==> src/rtl/directory_controller.sv <==
// MSI home-node directory: serialises cache misses and writebacks, drives memory
// and snoop handshakes, and returns one response per request.
module directory_controller #(
  parameter int unsigned NUM_PROC   = 3,
  parameter int unsigned ADDR_W     = 4,
  parameter int unsigned DATA_W     = 4,
  parameter int unsigned NUM_BLOCKS = 8
) (
  input  logic                Clock,
  input  logic                Reset,
  input  logic                ReqValid,
  input  logic [1:0]          ReqType,
  input  logic [1:0]          ReqProc,
  input  logic [ADDR_W-1:0]   ReqAddress,
  input  logic [DATA_W-1:0]   ReqData,
  output logic                ReqReady,
  output logic                MemRead,
  output logic                MemWrite,
  output logic [ADDR_W-1:0]   MemAddress,
  output logic [DATA_W-1:0]   MemWriteData,
  input  logic [DATA_W-1:0]   MemReadData,
  input  logic                MemAck,
  output logic [NUM_PROC-1:0] SnoopInvalidate,
  output logic                SnoopFetch,
  output logic [1:0]          SnoopOwner,
  input  logic [DATA_W-1:0]   SnoopData,
  input  logic                SnoopAck,
  output logic                RespValid,
  output logic [1:0]          RespProc,
  output logic [ADDR_W-1:0]   RespAddress,
  output logic [DATA_W-1:0]   RespData,
  output logic                RespError
);

  localparam int unsigned IDX_W = (NUM_BLOCKS > 1) ? $clog2(NUM_BLOCKS) : 1;

  typedef enum logic [2:0] {IDLE, LOOKUP, INVAL, FETCH, MEM_WR, MEM_RD, RESP} state_e;
  typedef enum logic [1:0] {DIR_I, DIR_S, DIR_M} dir_e;

  localparam logic [1:0] REQ_RD = 2'b00;
  localparam logic [1:0] REQ_WR = 2'b01;
  localparam logic [1:0] REQ_WB = 2'b10;

  state_e               state_q, state_d;
  logic [1:0]           req_type_q, req_type_d, req_proc_q, req_proc_d;
  logic [ADDR_W-1:0]    req_addr_q, req_addr_d;
  logic [DATA_W-1:0]    req_data_q, req_data_d, data_q, data_d;
  logic                 err_q, err_d;
  logic [NUM_PROC-1:0]  snoop_mask_q, snoop_mask_d;
  logic [1:0]           owner_q, owner_d;
  dir_e                 dir_state_q [NUM_BLOCKS];
  dir_e                 dir_state_d [NUM_BLOCKS];
  logic [NUM_PROC-1:0]  dir_mask_q  [NUM_BLOCKS];
  logic [NUM_PROC-1:0]  dir_mask_d  [NUM_BLOCKS];

  logic                 req_ready_q, req_ready_d, mem_read_q, mem_read_d, mem_write_q, mem_write_d;
  logic [ADDR_W-1:0]    mem_addr_q, mem_addr_d, resp_addr_q, resp_addr_d;
  logic [DATA_W-1:0]    mem_wdata_q, mem_wdata_d, resp_data_q, resp_data_d;
  logic [NUM_PROC-1:0]  snoop_inv_q, snoop_inv_d;
  logic                 snoop_fetch_q, snoop_fetch_d, resp_valid_q, resp_valid_d, resp_error_q, resp_error_d;
  logic [1:0]           snoop_owner_q, snoop_owner_d, resp_proc_q, resp_proc_d;

  logic                 in_range, proc_ok, is_owner, bad;
  logic [IDX_W-1:0]     idx;
  dir_e                 ent_state;
  logic [NUM_PROC-1:0]  ent_mask, req_bit, others;
  logic [1:0]           ent_owner;

  always_comb begin
    state_d      = state_q;
    req_type_d   = req_type_q;
    req_proc_d   = req_proc_q;
    req_addr_d   = req_addr_q;
    req_data_d   = req_data_q;
    data_d       = data_q;
    err_d        = err_q;
    snoop_mask_d = snoop_mask_q;
    owner_d      = owner_q;
    dir_state_d  = dir_state_q;
    dir_mask_d   = dir_mask_q;

    // Entry decode for the registered request
    in_range  = (req_addr_q != '0) && (32'(req_addr_q) <= NUM_BLOCKS);
    proc_ok   = 32'(req_proc_q) < NUM_PROC;
    idx       = in_range ? IDX_W'(req_addr_q - ADDR_W'(1)) : '0;
    ent_state = dir_state_q[idx];
    ent_mask  = dir_mask_q[idx];
    req_bit   = NUM_PROC'(1) << req_proc_q;
    others    = ent_mask & ~req_bit;
    ent_owner = '0;
    for (int unsigned i = 0; i < NUM_PROC; i++) begin
      if (ent_mask[i]) ent_owner = 2'(i);
    end
    is_owner  = proc_ok && (ent_state == DIR_M) && (ent_mask == req_bit);
    bad       = !in_range || !proc_ok || (req_type_q == 2'b11) ||
                ((req_type_q == REQ_WB) && !is_owner) ||
                ((req_type_q != REQ_WB) && is_owner);

    case (state_q)
      IDLE: begin
        if (ReqValid && req_ready_q) begin
          req_type_d = ReqType;
          req_proc_d = ReqProc;
          req_addr_d = ReqAddress;
          req_data_d = ReqData;
          err_d      = 1'b0;
          state_d    = LOOKUP;
        end
      end
      LOOKUP: begin
        snoop_mask_d = '0;
        owner_d      = ent_owner;
        if (bad) begin
          err_d   = 1'b1;
          data_d  = '0;
          state_d = RESP;
        end else if (req_type_q == REQ_WB) begin
          data_d  = req_data_q;
          state_d = MEM_WR;
        end else if (ent_state == DIR_M) begin
          // Write miss also invalidates the owner while fetching its copy
          if (req_type_q == REQ_WR) snoop_mask_d = ent_mask;
          state_d = FETCH;
        end else if ((req_type_q == REQ_WR) && (ent_state == DIR_S) && (others != '0)) begin
          snoop_mask_d = others;
          state_d      = INVAL;
        end else begin
          state_d = MEM_RD;
        end
      end
      INVAL:  if (SnoopAck) state_d = MEM_RD;
      FETCH: begin
        if (SnoopAck) begin
          data_d  = SnoopData;
          state_d = MEM_WR;
        end
      end
      MEM_WR: if (MemAck) state_d = RESP;
      MEM_RD: begin
        if (MemAck) begin
          data_d  = MemReadData;
          state_d = RESP;
        end
      end
      RESP: begin
        if (!err_q) begin
          case (req_type_q)
            REQ_RD:  begin dir_state_d[idx] = DIR_S; dir_mask_d[idx] = ent_mask | req_bit; end
            REQ_WR:  begin dir_state_d[idx] = DIR_M; dir_mask_d[idx] = req_bit; end
            default: begin dir_state_d[idx] = DIR_I; dir_mask_d[idx] = '0; end
          endcase
        end
        state_d = IDLE;
      end
      default: state_d = IDLE;
    endcase

    // Outputs are registered copies of what the next state presents
    req_ready_d   = (state_d == IDLE);
    mem_read_d    = (state_d == MEM_RD);
    mem_write_d   = (state_d == MEM_WR);
    mem_addr_d    = (mem_read_d || mem_write_d) ? req_addr_d : '0;
    mem_wdata_d   = mem_write_d ? data_d : '0;
    snoop_fetch_d = (state_d == FETCH);
    snoop_inv_d   = ((state_d == INVAL) || snoop_fetch_d) ? snoop_mask_d : '0;
    snoop_owner_d = snoop_fetch_d ? owner_d : '0;
    resp_valid_d  = (state_d == RESP);
    resp_proc_d   = resp_valid_d ? req_proc_d : '0;
    resp_addr_d   = resp_valid_d ? req_addr_d : '0;
    resp_data_d   = resp_valid_d ? data_d : '0;
    resp_error_d  = resp_valid_d && err_d;
  end

  always_ff @(posedge Clock) begin
    if (Reset) begin
      state_q       <= IDLE;
      req_type_q    <= '0;
      req_proc_q    <= '0;
      req_addr_q    <= '0;
      req_data_q    <= '0;
      data_q        <= '0;
      err_q         <= 1'b0;
      snoop_mask_q  <= '0;
      owner_q       <= '0;
      for (int unsigned i = 0; i < NUM_BLOCKS; i++) begin
        dir_state_q[i] <= DIR_I;
        dir_mask_q[i]  <= '0;
      end
      req_ready_q   <= 1'b0;
      mem_read_q    <= 1'b0;
      mem_write_q   <= 1'b0;
      mem_addr_q    <= '0;
      mem_wdata_q   <= '0;
      snoop_inv_q   <= '0;
      snoop_fetch_q <= 1'b0;
      snoop_owner_q <= '0;
      resp_valid_q  <= 1'b0;
      resp_proc_q   <= '0;
      resp_addr_q   <= '0;
      resp_data_q   <= '0;
      resp_error_q  <= 1'b0;
    end else begin
      state_q       <= state_d;
      req_type_q    <= req_type_d;
      req_proc_q    <= req_proc_d;
      req_addr_q    <= req_addr_d;
      req_data_q    <= req_data_d;
      data_q        <= data_d;
      err_q         <= err_d;
      snoop_mask_q  <= snoop_mask_d;
      owner_q       <= owner_d;
      dir_state_q   <= dir_state_d;
      dir_mask_q    <= dir_mask_d;
      req_ready_q   <= req_ready_d;
      mem_read_q    <= mem_read_d;
      mem_write_q   <= mem_write_d;
      mem_addr_q    <= mem_addr_d;
      mem_wdata_q   <= mem_wdata_d;
      snoop_inv_q   <= snoop_inv_d;
      snoop_fetch_q <= snoop_fetch_d;
      snoop_owner_q <= snoop_owner_d;
      resp_valid_q  <= resp_valid_d;
      resp_proc_q   <= resp_proc_d;
      resp_addr_q   <= resp_addr_d;
      resp_data_q   <= resp_data_d;
      resp_error_q  <= resp_error_d;
    end
  end

  assign ReqReady        = req_ready_q;
  assign MemRead         = mem_read_q;
  assign MemWrite        = mem_write_q;
  assign MemAddress      = mem_addr_q;
  assign MemWriteData    = mem_wdata_q;
  assign SnoopInvalidate = snoop_inv_q;
  assign SnoopFetch      = snoop_fetch_q;
  assign SnoopOwner      = snoop_owner_q;
  assign RespValid       = resp_valid_q;
  assign RespProc        = resp_proc_q;
  assign RespAddress     = resp_addr_q;
  assign RespData        = resp_data_q;
  assign RespError       = resp_error_q;

endmodule

==> config.mk <==
export PLATFORM = sky130hd
export DESIGN_NAME = directory_controller
export DESIGN_NICKNAME = d
export VERILOG_FILES = /design/src/rtl/directory_controller.sv
export SDC_FILE = /design/constraint.sdc
export NUM_CORES = 1
export LEC_CHECK = 0
export CELL_PAD_IN_SITES_DETAIL_PLACEMENT = 0
export CELL_PAD_IN_SITES_GLOBAL_PLACEMENT = 1
export CORE_ASPECT_RATIO = 1.1
export CORE_MARGIN = 4
export CORE_UTILIZATION = 38
export CTS_CLUSTER_DIAMETER = 30
export CTS_CLUSTER_SIZE = 14
export DETAILED_ROUTE_END_ITERATION = 7
export GPL_ROUTABILITY_DRIVEN = 0
export PLACE_DENSITY = 0.85
export SETUP_SLACK_MARGIN = 0.02
export SYNTH_ARGS = -nofsm -noshare
export SYNTH_HDL_FRONTEND = slang
export SYNTH_SLANG_ARGS = --single-unit
==> constraint.sdc <==
create_clock -name Clock -period 4.3 [get_ports Clock]
set_input_delay 0.86 -clock Clock [delete_from_list [all_inputs] [get_ports Clock]]
set_output_delay 0.86 -clock Clock [all_outputs]
set_load 0.01 [all_outputs]
---- Word-level counts from Yosys, hierarchy flattened ----
Cells that the tools add are included.
storage, ports and cells
  word-level logic and storage cells ...... 159
  bits in registers ....................... 94
  input bits .............................. 25
  ROM bits ................................ 0
  memories ................................ 0
  RAM bits ................................ 0
  output and inout bits ................... 29
  latch bits .............................. 0
cells by class
  reductions and logical operators ........ 32
  div/mod/pow operators ................... 0
  $mul .................................... 0
  shifts and indexed selects .............. 1
  multiplexer cells ....................... 45
  order comparisons ....................... 4
  equal/unequal tests ..................... 18
  bitwise logic cells ..................... 20
  add/sub/neg operators ................... 1
operator list
  operator            count
  $mux 3              18
  $bwmux 24           2
  $pmux 24 s2         1
  $pmux 16 s2         1
  $and 24x24->24      1
  $mux 4              6
  $not 24->24         1
  $eq 3x3->1 const B  6
  $and 16x16->16      1
  $and 8x8->8         2
  $not 16->16         1
  $not 8->8           2
  $or 8x8->8          2
  $pmux 3 s5          1
  $mux 2              7
  $eq 3x2->1 const B  4
  $pmux 4 s3          1
  $reduce_or 2->1     6
  $logic_and 1x1->1   10
  $bmux 3 s3          1
  $demux 3 s3         1
  $bmux 2 s3          1
  $demux 2 s3         1
  $eq 2x2->1 const B  3
  other kinds (24)    41

---- Longest topological paths before layout ----
Gate-level depths: netlist (run 1).
  depth in word-level cells ............... 20
  gate-level depth with buffers ........... 19
  depth with buffers taken out ............ 16

---- Worst setup path after synthesis (run 1) ----
OpenSTA, ideal clock, no wires.
  path kind ............................... register to register
  start ................................... reg req_addr_q[0]
  end ..................................... reg resp_data_q[1] (netlist: RespData[1])
  library setup time ...................... 0.135 ns
  buffers on the path ..................... 3
  arrival ................................. 3.925 ns
  cell stages (with the launch flop) ...... 19
  required time ........................... 4.165 ns
  path slack .............................. 0.240 ns
  clock period less this slack ............ 4.060 ns
  cells stage by stage .................... dfxtp_1 -> buf_4 -> clkbuf_1 -> inv_1 -> ha_1 -> or3b_1 -> o31a_1 -> or2_2 -> o221ai_1 -> o21ai_0 -> nand2_1 -> inv_1 -> ha_1 -> nand4_1 -> or3_1 -> and2_4 -> a211oi_2 -> buf_2 -> nor3_1
between the ends
  cells in the longest elaborated chain, start to end .. 19
  elaborated cells between the ends (all ways) .. 39
  those cells by class .................... add/sub: 1; order compare: 1; eq/ne: 4; mux: 14; bitwise: 3; reduce/logical: 16
RTL lines
  item                                                                 RTL line  text
  start, declared                                                      46        logic [ADDR_W-1:0] req_addr_q, req_addr_d;
  start signal, assigned                                               206       req_addr_q <= req_addr_d;
  parallel branches: the longest is 19 deep, another holds $le 4x4->1  --
  end signal, assigned                                                 225       resp_data_q <= resp_data_d;
  end, declared                                                        58        logic [DATA_W-1:0] mem_wdata_q, mem_wdata_d, resp_data_q, resp_data_d;
Several ways; the timed one is not identified. The select of a mux whose other input is x is not followed.
A chain may end at the register's enable or synchronous reset.

---- Worst setup path in the final report (run 1) ----
  start ................................... reg req_addr_q[0]
  end ..................................... reg mem_addr_q[3] (netlist: MemAddress[3])
between the ends
  cells in the longest elaborated chain, start to end .. 20
  elaborated cells between the ends (all ways) .. 39
  those cells by class .................... add/sub: 1; order compare: 1; eq/ne: 5; mux: 12; bitwise: 3; reduce/logical: 17
RTL lines
  item                                                                 RTL line  text
  parallel branches: the longest is 14 deep, another holds $le 4x4->1  --
  $mux 3 (*)                                                           113       if (bad) begin
  $pmux 3 s5 (*)                                                       99        case (state_q)
  $eq 3x3->1 (on tied branches)                                        160, 161
  $logic_or 1x1->1 (*)                                                 162       mem_addr_d = (mem_read_d || mem_write_d) ? req_addr_d : '0;
  $not 1->1 (no source line) (*)                                       --
  $reduce_or 2->1 (no source line) (*)                                 --
  end signal, assigned                                                 217       mem_addr_q <= mem_addr_d;
  end, declared                                                        57        logic [ADDR_W-1:0] mem_addr_q, mem_addr_d, resp_addr_q, resp_addr_d;
Every way passes the cells marked *. The select of a mux whose other input is x is not followed.

==> impl_metrics.json, run 1 <==
{
  "status": "completed",
  "finalClockSkew_ns": 0.0116,
  "synth_cell_types": 58,
  "crit_end": "MemAddress[3]$_SDFF_PP0_",
  "async_flop_share_pct": 0,
  "crit_path_top_delay_cell": "a211o_1",
  "min_period_ns": 4.00,
  "core_um2": 11000,
  "ys_ff_latch": 94,
  "slew_viol_final": 0,
  "reg2reg_from": "req_addr_q[0]$_SDFF_PP0_",
  "chipWidth_um": 109,
  "final.setup.tns_ns": 0,
  "dr_total_vias": 3544,
  "cp-startpoint": "req_addr_q[0]$_SDFF_PP0_",
  "num_io_pins": 54,
  "grt_usage_pct": 16.3,
  "report.final.setup_viol": 0,
  "crit_arrival_ns": 4.25,
  "drc_errors": 0,
  "yosys_warnings": 0,
  "syn-cell-area_um2": 4270,
  "path_cells": "inv_1, ha_1, nand2_1, and3_1, o22ai_1, a32oi_1, nand2_1, inv_1, ha_1, nand4_1, or3_1, and2_4, a211o_1, nor4_1",
  "worstReg2RegEnd": "MemAddress[3]$_SDFF_PP0_",
  "power_leakage_nw": 1.99,
  "cts_root_buffer": "clkbuf_16",
  "rsz0062_at_grt": "false",
  "placedCellCount": 654,
  "wl_per_cell_um": 15.5,
  "vias_per_cell": 5.29,
  "cts_sinks": 94,
  "worst_slack_ns": 0.297,
  "clk-insertion-delay-late_ns": 0.35,
  "cp.depth": 14,
  "synth-edff-count": 0,
  "worst_ep_required_time_ns": 4.55,
  "crit_path_end_kind": "flop",
  "critPathKind": "reg -> reg",
  "antenna_found_initial": 0,
  "routed_wl_um": 10400,
  "hpwlAfterDp_um": 7560,
  "initial_core_util_pct": 39.0,
  "synth_nets": 506,
  "switching_power_mw": 1.04,
  "grt_pass1_wl_um": 16700,
  "drt_iter0_drc": 164,
  "drive_gt1_share_pct": 8.80,
  "portBuffers": 53,
  "layout_commonest_cell": "dfxtp_1",
  "finalCritPeriodShare_pct": 93.1,
  "final-instance-count-excl-fill": 670,
  "path_delay_family": "simple AND/OR/NAND/NOR gates",
  "internal-power_mw": 1.69,
  "clkPwrFrac_pct": 28.9,
  "synth.avg_cell_area_um2": 9.03,
  "die_h_um": 119,
  "nNetsFinal": 551,
  "cp_max_fo": 13,
  "synth_seq_area_share_pct": 44.1,
  "min-delay-start": "dir_state_q[5]$_SDFFE_PP0P_",
  "r2r_slack_ns": 0.30,
  "worst_pin_slew_ns": 0.648,
  "p_seq_share_pct": 35.9,
  "netlist_instances": 473,
  "pwr-share-comb_pct": 35.2,
  "cts_max_level": 3,
  "ys.flop_type": "dfxtp_1",
  "grt_max_degree": 43,
  "clk_pin_slew_ns": 0.07,
  "maxCapViolations": 0,
  "worstRegToRegCells": 14,
  "cp_num_buf_inv": 2,
  "layout_common_cells": "dfxtp_1 (94), nor2_1 (86), mux2i_1 (55)",
  "firstDrtPassIters": 6,
  "antenna_cells": 0,
  "grt_pass1_vias": 3354,
  "overflow": 0,
  "clockBufferDepth": 2,
  "start_kind": "flop",
  "slew_headroom_pct": 55.7,
  "place_ws_ns": 0.387,
  "hold_class": "reg -> reg",
  "die-area_um2": 13000,
  "ant_nets": 0,
  "crit_path_max_incr_delay_ns": 0.49,
  "syn_to_final_growth_pct": 22.8,
  "power_density_nw_per_um2": 522,
  "fmax_ghz": 0.250,
  "ir_drop_v": 0.000274,
  "cts_tree": "yes",
  "swShare_pct": 38.1,
  "cts_buffers": 9,
  "rows": 40,
  "hold_viol_final": 0
}
[registers in the layout, indices dropped and copies added (netlist names), 3 cells and up, named ones only]
name,cells
req_data_q,4
req_addr_q,4
data_q,4
RespAddress,4
dir_state_q,15
state_q,3
snoop_mask_q,3
MemAddress,4
SnoopInvalidate,3
dir_mask_q,24
RespData,4
MemWriteData,4
[final cells by class]
type / instances / area (µm²)
tap: 147 / 184
inverter: 14 / 52.6
timing repair buffer: 64 / 608
clock buffer: 9 / 225
sequential: 94 / 1880
clock inverter: 7 / 72.6
multi-input combinational: 335 / 2220
fill: 1043 / 5720
[routing by layer]
metal / vias up / global-route usage (%) / wire [µm]
met5: - / 0 / 0
met4: 0 / 6.00 / 191
met3: 16 / 3.14 / 578
met2: 93 / 26.6 / 4920
met1: 1679 / 21.2 / 4720
li1: 1756 / - / -
[cell usage after synthesis (3+ instances only)]
cell type  number  area share [%]
dfxtp_1        94              44
nor2_1         86             7.6
mux2i_1        55              13
nand2_1        29             2.5
clkbuf_1       23             2.0
nor3_1         21             2.5
a21oi_1        17             2.0
inv_1          14             1.2
nor2b_1        10             1.5
o21ai_0         9             1.1
ha_1            8             2.3
nand2b_1        8             1.2
nor4_1          8             1.2
a211oi_1        6             1.1
nand3_1         6            0.70
o31ai_1         6             1.1
a22oi_1         5            0.88
buf_2           5            0.59
and3_1          4            0.59
and4b_1         4            0.94
a2111oi_1       3            0.70
a222oi_1        3            0.70
a32oi_1         3            0.62
and2_1          3            0.44
mux2_2          3            0.79
o22ai_1         3            0.44
[worst min path at each step]
stage / to / slack [ns] / cells after the start
floorplan: flop / 0.45 / 2
global placement: flop / 0.47 / 2
detailed placement: dir_state_q[8]$_SDFFE_PP0P_ / 0.48 / 2
CTS: dir_state_q[8]$_SDFFE_PP0P_ / 0.49 / 2
global route: dir_state_q[15]$_SDFFE_PP0P_ / 0.52 / 2
finish: dir_state_q[5]$_SDFFE_PP0P_ / 0.49 / 2
[timing repair]
action | 4_1_cts | 5_1_grt
buffers inserted | 0 | 0
hold buffers | 0 | 0
endpoints found under the setup margin | 0 | 1
resized for setup | 0 | 1
endpoints found under the hold margin | 0 | 0
[metrics by stage]
step / util, % / hold WS (ns) / cell area [µm²] / power (mW)
after floorplan: - / 0.454 / 4270 / 1.65
after global placement: 45.1 / 0.467 / 4940 / 1.94
after detailed placement: 45.1 / 0.480 / 4940 / 1.95
after CTS: 47.8 / 0.493 / 5240 / 2.74
after global routing: 47.8 / 0.520 / 5240 / 2.89
final: 47.8 / 0.495 / 5240 / 2.73
[power by group through the flow]
stage | logic [mW] | registers (mW) | clock network, mW
3_3_place_gp | 0.937 | 1.00 | 0
6_report | 0.962 | 0.982 | 0.790
2_1_floorplan | 0.683 | 0.966 | 0
4_1_cts | 0.955 | 0.982 | 0.804
3_5_place_dp | 0.950 | 1.00 | 0
5_1_grt | 1.05 | 0.990 | 0.846
[kinds of logic after synthesis]
| logic type | Yosys count | share of synthesized area (%) |
|---|---|---|
| buffers and inverters | 44 | 4.10 |
| muxes | 58 | 13.7 |
| DFF | 94 | 44.1 |
| and+or+nand+nor | 191 | 21.3 |
| adders and majority gates | 8 | 2.34 |
| AOI/OAI and AO/OA | 75 | 13.9 |
| xor gates and xnor gates | 3 | 0.615 |
[worst min-delay path, delay by kind of cell, from the launching register on]
kind | cells | cell delay [ns]
simple gates | 1 | 0.07
compound gates | 1 | 0.07
flops | 1 | 0.33
Note: power is estimated with default switching activity, not from simulation.
==> run 2, diff against run 1 <==
--- a/config.mk
+++ b/config.mk
@@ -5,16 +5,18 @@
 export SDC_FILE = /design/constraint.sdc
 export NUM_CORES = 1
 export LEC_CHECK = 0
+export ABC_AREA = 1
 export CELL_PAD_IN_SITES_DETAIL_PLACEMENT = 0
 export CELL_PAD_IN_SITES_GLOBAL_PLACEMENT = 1
 export CORE_ASPECT_RATIO = 1.1
 export CORE_MARGIN = 4
-export CORE_UTILIZATION = 38
+export CORE_UTILIZATION = 36
 export CTS_CLUSTER_DIAMETER = 30
 export CTS_CLUSTER_SIZE = 14
 export DETAILED_ROUTE_END_ITERATION = 7
 export GPL_ROUTABILITY_DRIVEN = 0
-export PLACE_DENSITY = 0.85
+export GPL_TIMING_DRIVEN = 0
+export PLACE_DENSITY = 0.84
 export SETUP_SLACK_MARGIN = 0.02
 export SYNTH_ARGS = -nofsm -noshare
 export SYNTH_HDL_FRONTEND = slang
==> run 2 against run 1 <==
Largest cell class unchanged; non-clock buffer count increased by 6; largest power group is now combinational cells; via count increased by 13%; total power increased by 33%.
==> impl_metrics.json, run 2 <==
{
  "synth_compound_area_share_pct": 16.8,
  "final-instance-count-excl-fill": 818,
  "fin_util_pct": 45.0,
  "finalCritPeriodShare_pct": 90.9,
  "power_leakage_nw": 2.18,
  "layout_commonest_cell": "inv_1",
  "ys.flop_type": "dfxtp_1",
  "cpMostUsedCell": "nand2_1",
  "chipWidth_um": 113,
  "slew_viol_final": 0,
  "yosysMostFrequentCell": "inv_1",
  "crit_path_top_delay_cell": "dfxtp_1",
  "finalClockSkew_ns": 0.00992,
  "worst_pin_slew_ns": 0.647,
  "ant_nets": 0,
  "post-cts-setup-buffers": 0,
  "firstDrtPassIters": 5,
  "crit_path_end_kind": "flop",
  "finalHoldWorstSlack_ns": 0.443,
  "grt_usage_pct": 16.3,
  "synth_xor_area_share_pct": 0,
  "synth_nets": 629,
  "ys_ff_latch": 94,
  "grt_max_degree": 17,
  "async_flop_share_pct": 0,
  "antenna_cells": 0,
  "portBuffers": 52,
  "cts_tree": "yes",
  "cts_buffers": 9,
  "hold_class": "reg -> reg",
  "rsz0062_at_grt": "false",
  "num_io_pins": 54,
  "fmax_ghz": 0.256,
  "initial_core_util_pct": 36.6,
  "drive_gt1_share_pct": 9.04,
  "hpwlAfterDp_um": 8390,
  "ys_top_cells_by_area": "dfxtp_1 (43%), inv_1 (8.4%), o21ai_0 (8.1%)",
  "syn_to_final_growth_pct": 23.1,
  "netlist_instances": 596,
  "synth-edff-count": 0,
  "synth_cell_types": 35,
  "yosys_warnings": 0,
  "clk-insertion-delay-late_ns": 0.34,
  "final.setup.tns_ns": 0,
  "cts_max_level": 3,
  "hold_viol_final": 0,
  "worst_slack_ns": 0.392,
  "crit_path_max_incr_delay_ns": 0.44,
  "fillers": 1237,
  "drc_errors": 0,
  "cts_sinks": 94,
  "min_period_ns": 3.91,
  "overflow": 0,
  "nNetsFinal": 692,
  "cp_max_fo": 11,
  "synth_common_cells": "inv_1 (98), dfxtp_1 (94), nand2_1 (93), nor2_1 (71), o21ai_0 (71)",
  "wl_per_cell_um": 13.6,
  "power_density_nw_per_um2": 673,
  "synth_top_area_share_pct": 42.9,
  "status": "completed",
  "place_ws_ns": 0.444,
  "crit_arrival_ns": 4.12,
  "core_um2": 12000,
  "synth.avg_cell_area_um2": 7.35,
  "syn-cell-area_um2": 4380,
  "grt_pass1_wl_um": 18300,
  "start_kind": "flop",
  "layout_common_cells": "inv_1 (98), dfxtp_1 (94), nand2_1 (93)",
  "ir_drop_v": 0.000257,
  "cts-resized-gates": 0,
  "clockBufferDepth": 2,
  "routed_wl_um": 11100,
  "report.final.setup_viol": 0,
  "worst_ep_required_time_ns": 4.51,
  "vias_per_cell": 4.89,
  "reg.largest.list": "dir_mask_q x24, dir_state_q x15",
  "dr_total_vias": 4002,
  "placedCellCount": 802,
  "antenna_found_initial": 0,
  "drt_iter0_drc": 229,
  "synth.largest_area_cell": "dfxtp_1",
  "clk_pin_slew_ns": 0.07,
  "synth_top_family_by_area": "simple AND/OR/NAND/NOR gates",
  "rows": 42,
  "synth_seq_area_share_pct": 42.9,
  "largest-register": "dir_mask_q",
  "maxCapViolations": 0,
  "grt_pass1_vias": 3804,
  "synthAdderAreaFrac_pct": 2.28,
  "yosys.area_share.simple_pct": 25.9,
  "path_cells": "inv_1, buf_6, ha_1, nand2_1, buf_6, nand3_4, buf_2, o21ai_0, nand2_1, nand2_1, nand2_1, nand2_1, inv_1, ha_1, nand3_1, a21oi_1, nand3_1, nand2_1, nand3_2, nand2_2, nand2_4, nand3_4, buf_12, nor2_2",
  "cts_root_buffer": "clkbuf_16",
  "holdBufCountCts": 0,
  "die_h_um": 124,
  "largest_reg_flops": 24,
  "critPathKind": "reg -> reg",
  "slew_headroom_pct": 56.5,
  "synthMuxAreaShare_pct": 0.228,
  "die-area_um2": 14000
}
[run 2: cell types whose count changed after synthesis, sizes merged, moves of 5 or more]
| cell | delta |
|---|---|
| nand2 | +74 |
| nor4 | -7 |
| o31ai | -6 |
| a2111oi | -5 |
| nand3 | +21 |
| clkbuf | -17 |
| nor3 | -15 |
| mux2i | -54 |
| nand2b | -9 |
| nand4 | +11 |
| o21ai | +63 |
| inv | +87 |
| a21oi | +25 |
| nor2b | -10 |
[run 2: worst max-delay path: cells and delay by family (launching register included)]
| kind | cells | cell delay (ns) |
|---|---|---|
| AND/OR/NAND/NOR | 14 | 1.48 |
| AO/OA/AOI/OAI | 2 | 0.37 |
| buffers and inverters | 6 | 0.98 |
| adder cells (fa/ha/maj) | 2 | 0.48 |
| flip-flops | 1 | 0.44 |
[run 2: final timing paths]
kind	slack, ns	start	to	cells after the start
max	0.39	req_addr_q[0]$_SDFF_PP0_	RespValid$_SDFF_PP0_	24
min	0.44	dir_mask_q[13]$_SDFFE_PP0P_	dir_mask_q[13]$_SDFFE_PP0P_	2
max reg2reg	0.39	req_addr_q[0]$_SDFF_PP0_	RespValid$_SDFF_PP0_	24
min reg2reg	0.44	dir_mask_q[13]$_SDFFE_PP0P_	dir_mask_q[13]$_SDFFE_PP0P_	2
[run 2: cell families (layout without fill, tap and decap cells)]
| family | count (synthesis) | after routing |
|---|---|---|
| and+or+nand+nor | 237 | 237 |
| AOI/OAI and AO/OA | 136 | 136 |
| buffers and inverters | 120 | 188 |
| DFF | 94 | 94 |
| adders and majority gates | 8 | 8 |
| muxes | 1 | 1 |
[run 2: where the power goes]
group / total (mW) / internal [mW] / switching [mW] / leakage (nW)
combinational: 1.81 / 0.572 / 1.24 / 1.28
clock: 0.803 / 0.458 / 0.345 / 0.145
sequential: 1.02 / 0.956 / 0.0650 / 0.759
total: 3.63 / 1.99 / 1.65 / 2.18
[run 2: metrics by stage]
step	area [µm²]	total power [mW]
6_report	5390	3.63
5_1_grt	5390	3.93
4_1_cts	5390	3.64
3_5_place_dp	5090	2.83
3_3_place_gp	5090	2.80
2_1_floorplan	4380	2.36
[run 2: cell type report]
type | instances | area, µm² | share of cell area [%]
clock inverters | 5 | 65.1 | 1.21
inverters | 102 | 383 | 7.10
repair buffers | 52 | 520 | 9.65
plain buffers | 18 | 136 | 2.53
well taps | 154 | 193 | 3.57
clock buffers | 11 | 233 | 4.32
flip-flops and latches | 94 | 1880 | 34.9
multi-input cells | 382 | 1980 | 36.7
[run 2: per-layer routing]
metal | share of wire (%) | track usage [%] | vias to the layer above
met4 | 1.9 | 7.36 | 0
met1 | 47 | 20.6 | 1850
li1 | - | - | 2052
met3 | 3.8 | 3.01 | 19
met5 | 0 | 0 | -
met2 | 47 | 27.2 | 81
==> run 3, diff against run 2 <==
--- a/config.mk
+++ b/config.mk
@@ -10,13 +10,13 @@
 export CELL_PAD_IN_SITES_GLOBAL_PLACEMENT = 1
 export CORE_ASPECT_RATIO = 1.1
 export CORE_MARGIN = 4
-export CORE_UTILIZATION = 36
+export CORE_UTILIZATION = 40
 export CTS_CLUSTER_DIAMETER = 30
 export CTS_CLUSTER_SIZE = 14
 export DETAILED_ROUTE_END_ITERATION = 7
 export GPL_ROUTABILITY_DRIVEN = 0
 export GPL_TIMING_DRIVEN = 0
-export PLACE_DENSITY = 0.84
+export PLACE_DENSITY = 0.78
 export SETUP_SLACK_MARGIN = 0.02
 export SYNTH_ARGS = -nofsm -noshare
 export SYNTH_HDL_FRONTEND = slang
==> constraint.sdc (replaced) <==
create_clock -name Clock -period 4.4 [get_ports Clock]
set_input_delay 0.88 -clock Clock [delete_from_list [all_inputs] [get_ports Clock]]
set_output_delay 0.88 -clock Clock [all_outputs]
set_load 0.01 [all_outputs]
==> run 3 against run 2 <==
Clock skew is 0.0033 ns lower; die area is 9.3% lower; register-to-register slack better by 0.17 ns; combinational power is 3% lower; first-iteration DRC count is 7.9% lower; final cell count is 1.3% lower; fmax is 1.8% higher; non-clock buffer count stayed put; clock power is 7.6% lower; critical endpoint unchanged; largest cell class unchanged.
==> impl_metrics.json, run 3 (same netlist as run 2, synthesis figures left out) <==
{
  "total_power_mw": 3.49,
  "ir_drop_v": 0.000267,
  "fmax_ghz": 0.260,
  "crit_path_top_delay_cell": "dfxtp_1",
  "worst_ep_required_time_ns": 4.60,
  "cts_buffers": 9,
  "worst_pin_slew_ns": 0.643,
  "cts_sinks": 94,
  "wl_per_cell_um": 13.9,
  "largest-register": "dir_mask_q",
  "crit_arrival_ns": 4.04,
  "swShare_pct": 45.4,
  "antenna_cells": 0,
  "hold_class": "reg -> reg",
  "rsz0062_at_grt": "false",
  "power_leakage_nw": 2.17,
  "routed_wl_um": 11200,
  "grt_pass1_vias": 3850,
  "worstRegToRegCells": 24,
  "finalCritPeriodShare_pct": 87.3,
  "clk-insertion-delay-late_ns": 0.34,
  "chipWidth_um": 108,
  "status": "completed",
  "finalClockSkew_ns": 0.00664,
  "core_um2": 10500,
  "antenna_found_initial": 0,
  "pwr-share-comb_pct": 50.2,
  "crit_path_max_incr_delay_ns": 0.43,
  "hold_depth": 2,
  "num_io_pins": 54,
  "path_cells": "inv_1, buf_6, ha_1, nand2_1, buf_6, nand3_4, buf_2, o21ai_0, nand2_1, nand2_1, nand2_1, nand2_1, inv_1, ha_1, nand3_1, a21oi_1, nand3_1, nand2_1, nand3_2, nand2_2, nand2_4, nand3_4, buf_12, nor2_2",
  "clk_pin_slew_ns": 0.07,
  "cts_tree": "yes",
  "reg.largest.list": "dir_mask_q x24, dir_state_q x15",
  "crit_path_end_kind": "flop",
  "die_h_um": 118,
  "slew_headroom_pct": 57.1,
  "clkPwrFrac_pct": 21.2,
  "firstDrtPassIters": 5,
  "hold_viol_final": 0,
  "cpMostUsedCell": "nand2_1",
  "overflow": 0,
  "start_kind": "flop",
  "cp.depth": 24,
  "dr_total_vias": 3931,
  "drive_gt1_share_pct": 9.04,
  "report.final.setup_viol": 0,
  "die-area_um2": 12700,
  "drt_iter0_drc": 211,
  "finalHoldWorstSlack_ns": 0.442,
  "clockBufferDepth": 2,
  "slew_viol_final": 0,
  "internal-power_mw": 1.91,
  "layout_commonest_cell": "inv_1",
  "min_period_ns": 3.84,
  "drc_errors": 0,
  "largest_reg_flops": 24,
  "cts_root_buffer": "clkbuf_16",
  "final.setup.tns_ns": 0,
  "layout_common_cells": "inv_1 (98), dfxtp_1 (94), nand2_1 (93)",
  "nNetsFinal": 692,
  "path_delay_family": "simple AND/OR/NAND/NOR gates",
  "maxCapViolations": 0,
  "p_seq_share_pct": 28.5,
  "rows": 39,
  "grt_pass1_wl_um": 18700,
  "grt_max_degree": 15,
  "portBuffers": 52,
  "post-cts-setup-buffers": 0,
  "holdBufCountCts": 0,
  "switching_power_mw": 1.59,
  "grt_usage_pct": 18.3,
  "hpwlAfterDp_um": 8460,
  "critPathKind": "reg -> reg",
  "cts_max_level": 3,
  "power_density_nw_per_um2": 652,
  "cp_num_buf_inv": 6,
  "initial_core_util_pct": 41.6,
  "cts-resized-gates": 0,
  "vias_per_cell": 4.87,
  "cp_max_fo": 11,
  "ant_nets": 0,
  "syn_to_final_growth_pct": 22.3
}
-- run 3: layout make-up --
type                            instances  area (µm²)
Sequential cell                        94        1880
Clock inverter                          3        18.8
Multi-Input combinational cell        382        1980
Clock buffer                           13         260
Inverter                              102         383
Buffer                                 18         136
Fill cell                            1076        5180
Timing Repair Buffer                   52         520
Tap cell                              143         179
-- run 3: path summary, 6_finish.rpt --
path	startpoint	to	slack [ns]
hold / removal	dir_mask_q[13]$_SDFFE_PP0P_	dir_mask_q[13]$_SDFFE_PP0P_	0.44
hold reg to reg	dir_mask_q[13]$_SDFFE_PP0P_	dir_mask_q[13]$_SDFFE_PP0P_	0.44
setup reg to reg	req_addr_q[0]$_SDFF_PP0_	RespValid$_SDFF_PP0_	0.56
setup / recovery	req_addr_q[0]$_SDFF_PP0_	RespValid$_SDFF_PP0_	0.56
-- run 3: power groups by stage --
stage	Sequential, mW	Combinational [mW]	Clock [mW]
5_1_grt	1.01	1.99	0.795
2_1_floorplan	1.01	1.30	0
4_1_cts	0.996	1.76	0.759
6_report	0.997	1.76	0.742
3_5_place_dp	1.01	1.76	0
3_3_place_gp	1.01	1.74	0
-- run 3: metal layers --
layer | part of all wire [%] | wire length [µm] | global-route usage, %
met1 | 50 | 5580 | 25.8
met2 | 45 | 5090 | 28.8
met3 | 4.1 | 455 | 3.73
met4 | 0.64 | 72 | 4.26
met5 | 0 | 0 | 0
-- run 3: through the flow --
step	instances	setup WS, ns	util (%)	area, µm²
2_1_floorplan	596	1.26	-	4380
3_3_place_gp	791	0.590	48.2	5080
3_5_place_dp	791	0.577	48.2	5080
4_1_cts	807	0.547	50.9	5360
5_1_grt	807	0.236	50.9	5360
6_report	807	0.560	50.9	5360
-- run 3: worst reg2reg max path, cell delays in order, from the launching register on --
cell and delay [ns]:
dfxtp_1 0.43, inv_1 0.15, buf_6 0.18, ha_1 0.21, nand2_1 0.14, buf_6 0.18
nand3_4 0.16, buf_2 0.22, o21ai_0 0.20, nand2_1 0.07, nand2_1 0.07, nand2_1 0.04
nand2_1 0.15, inv_1 0.06, ha_1 0.26, nand3_1 0.07, a21oi_1 0.16, nand3_1 0.13
nand2_1 0.12, nand3_2 0.13, nand2_2 0.14, nand2_4 0.10, nand3_4 0.13, buf_12 0.16
nor2_2 0.04
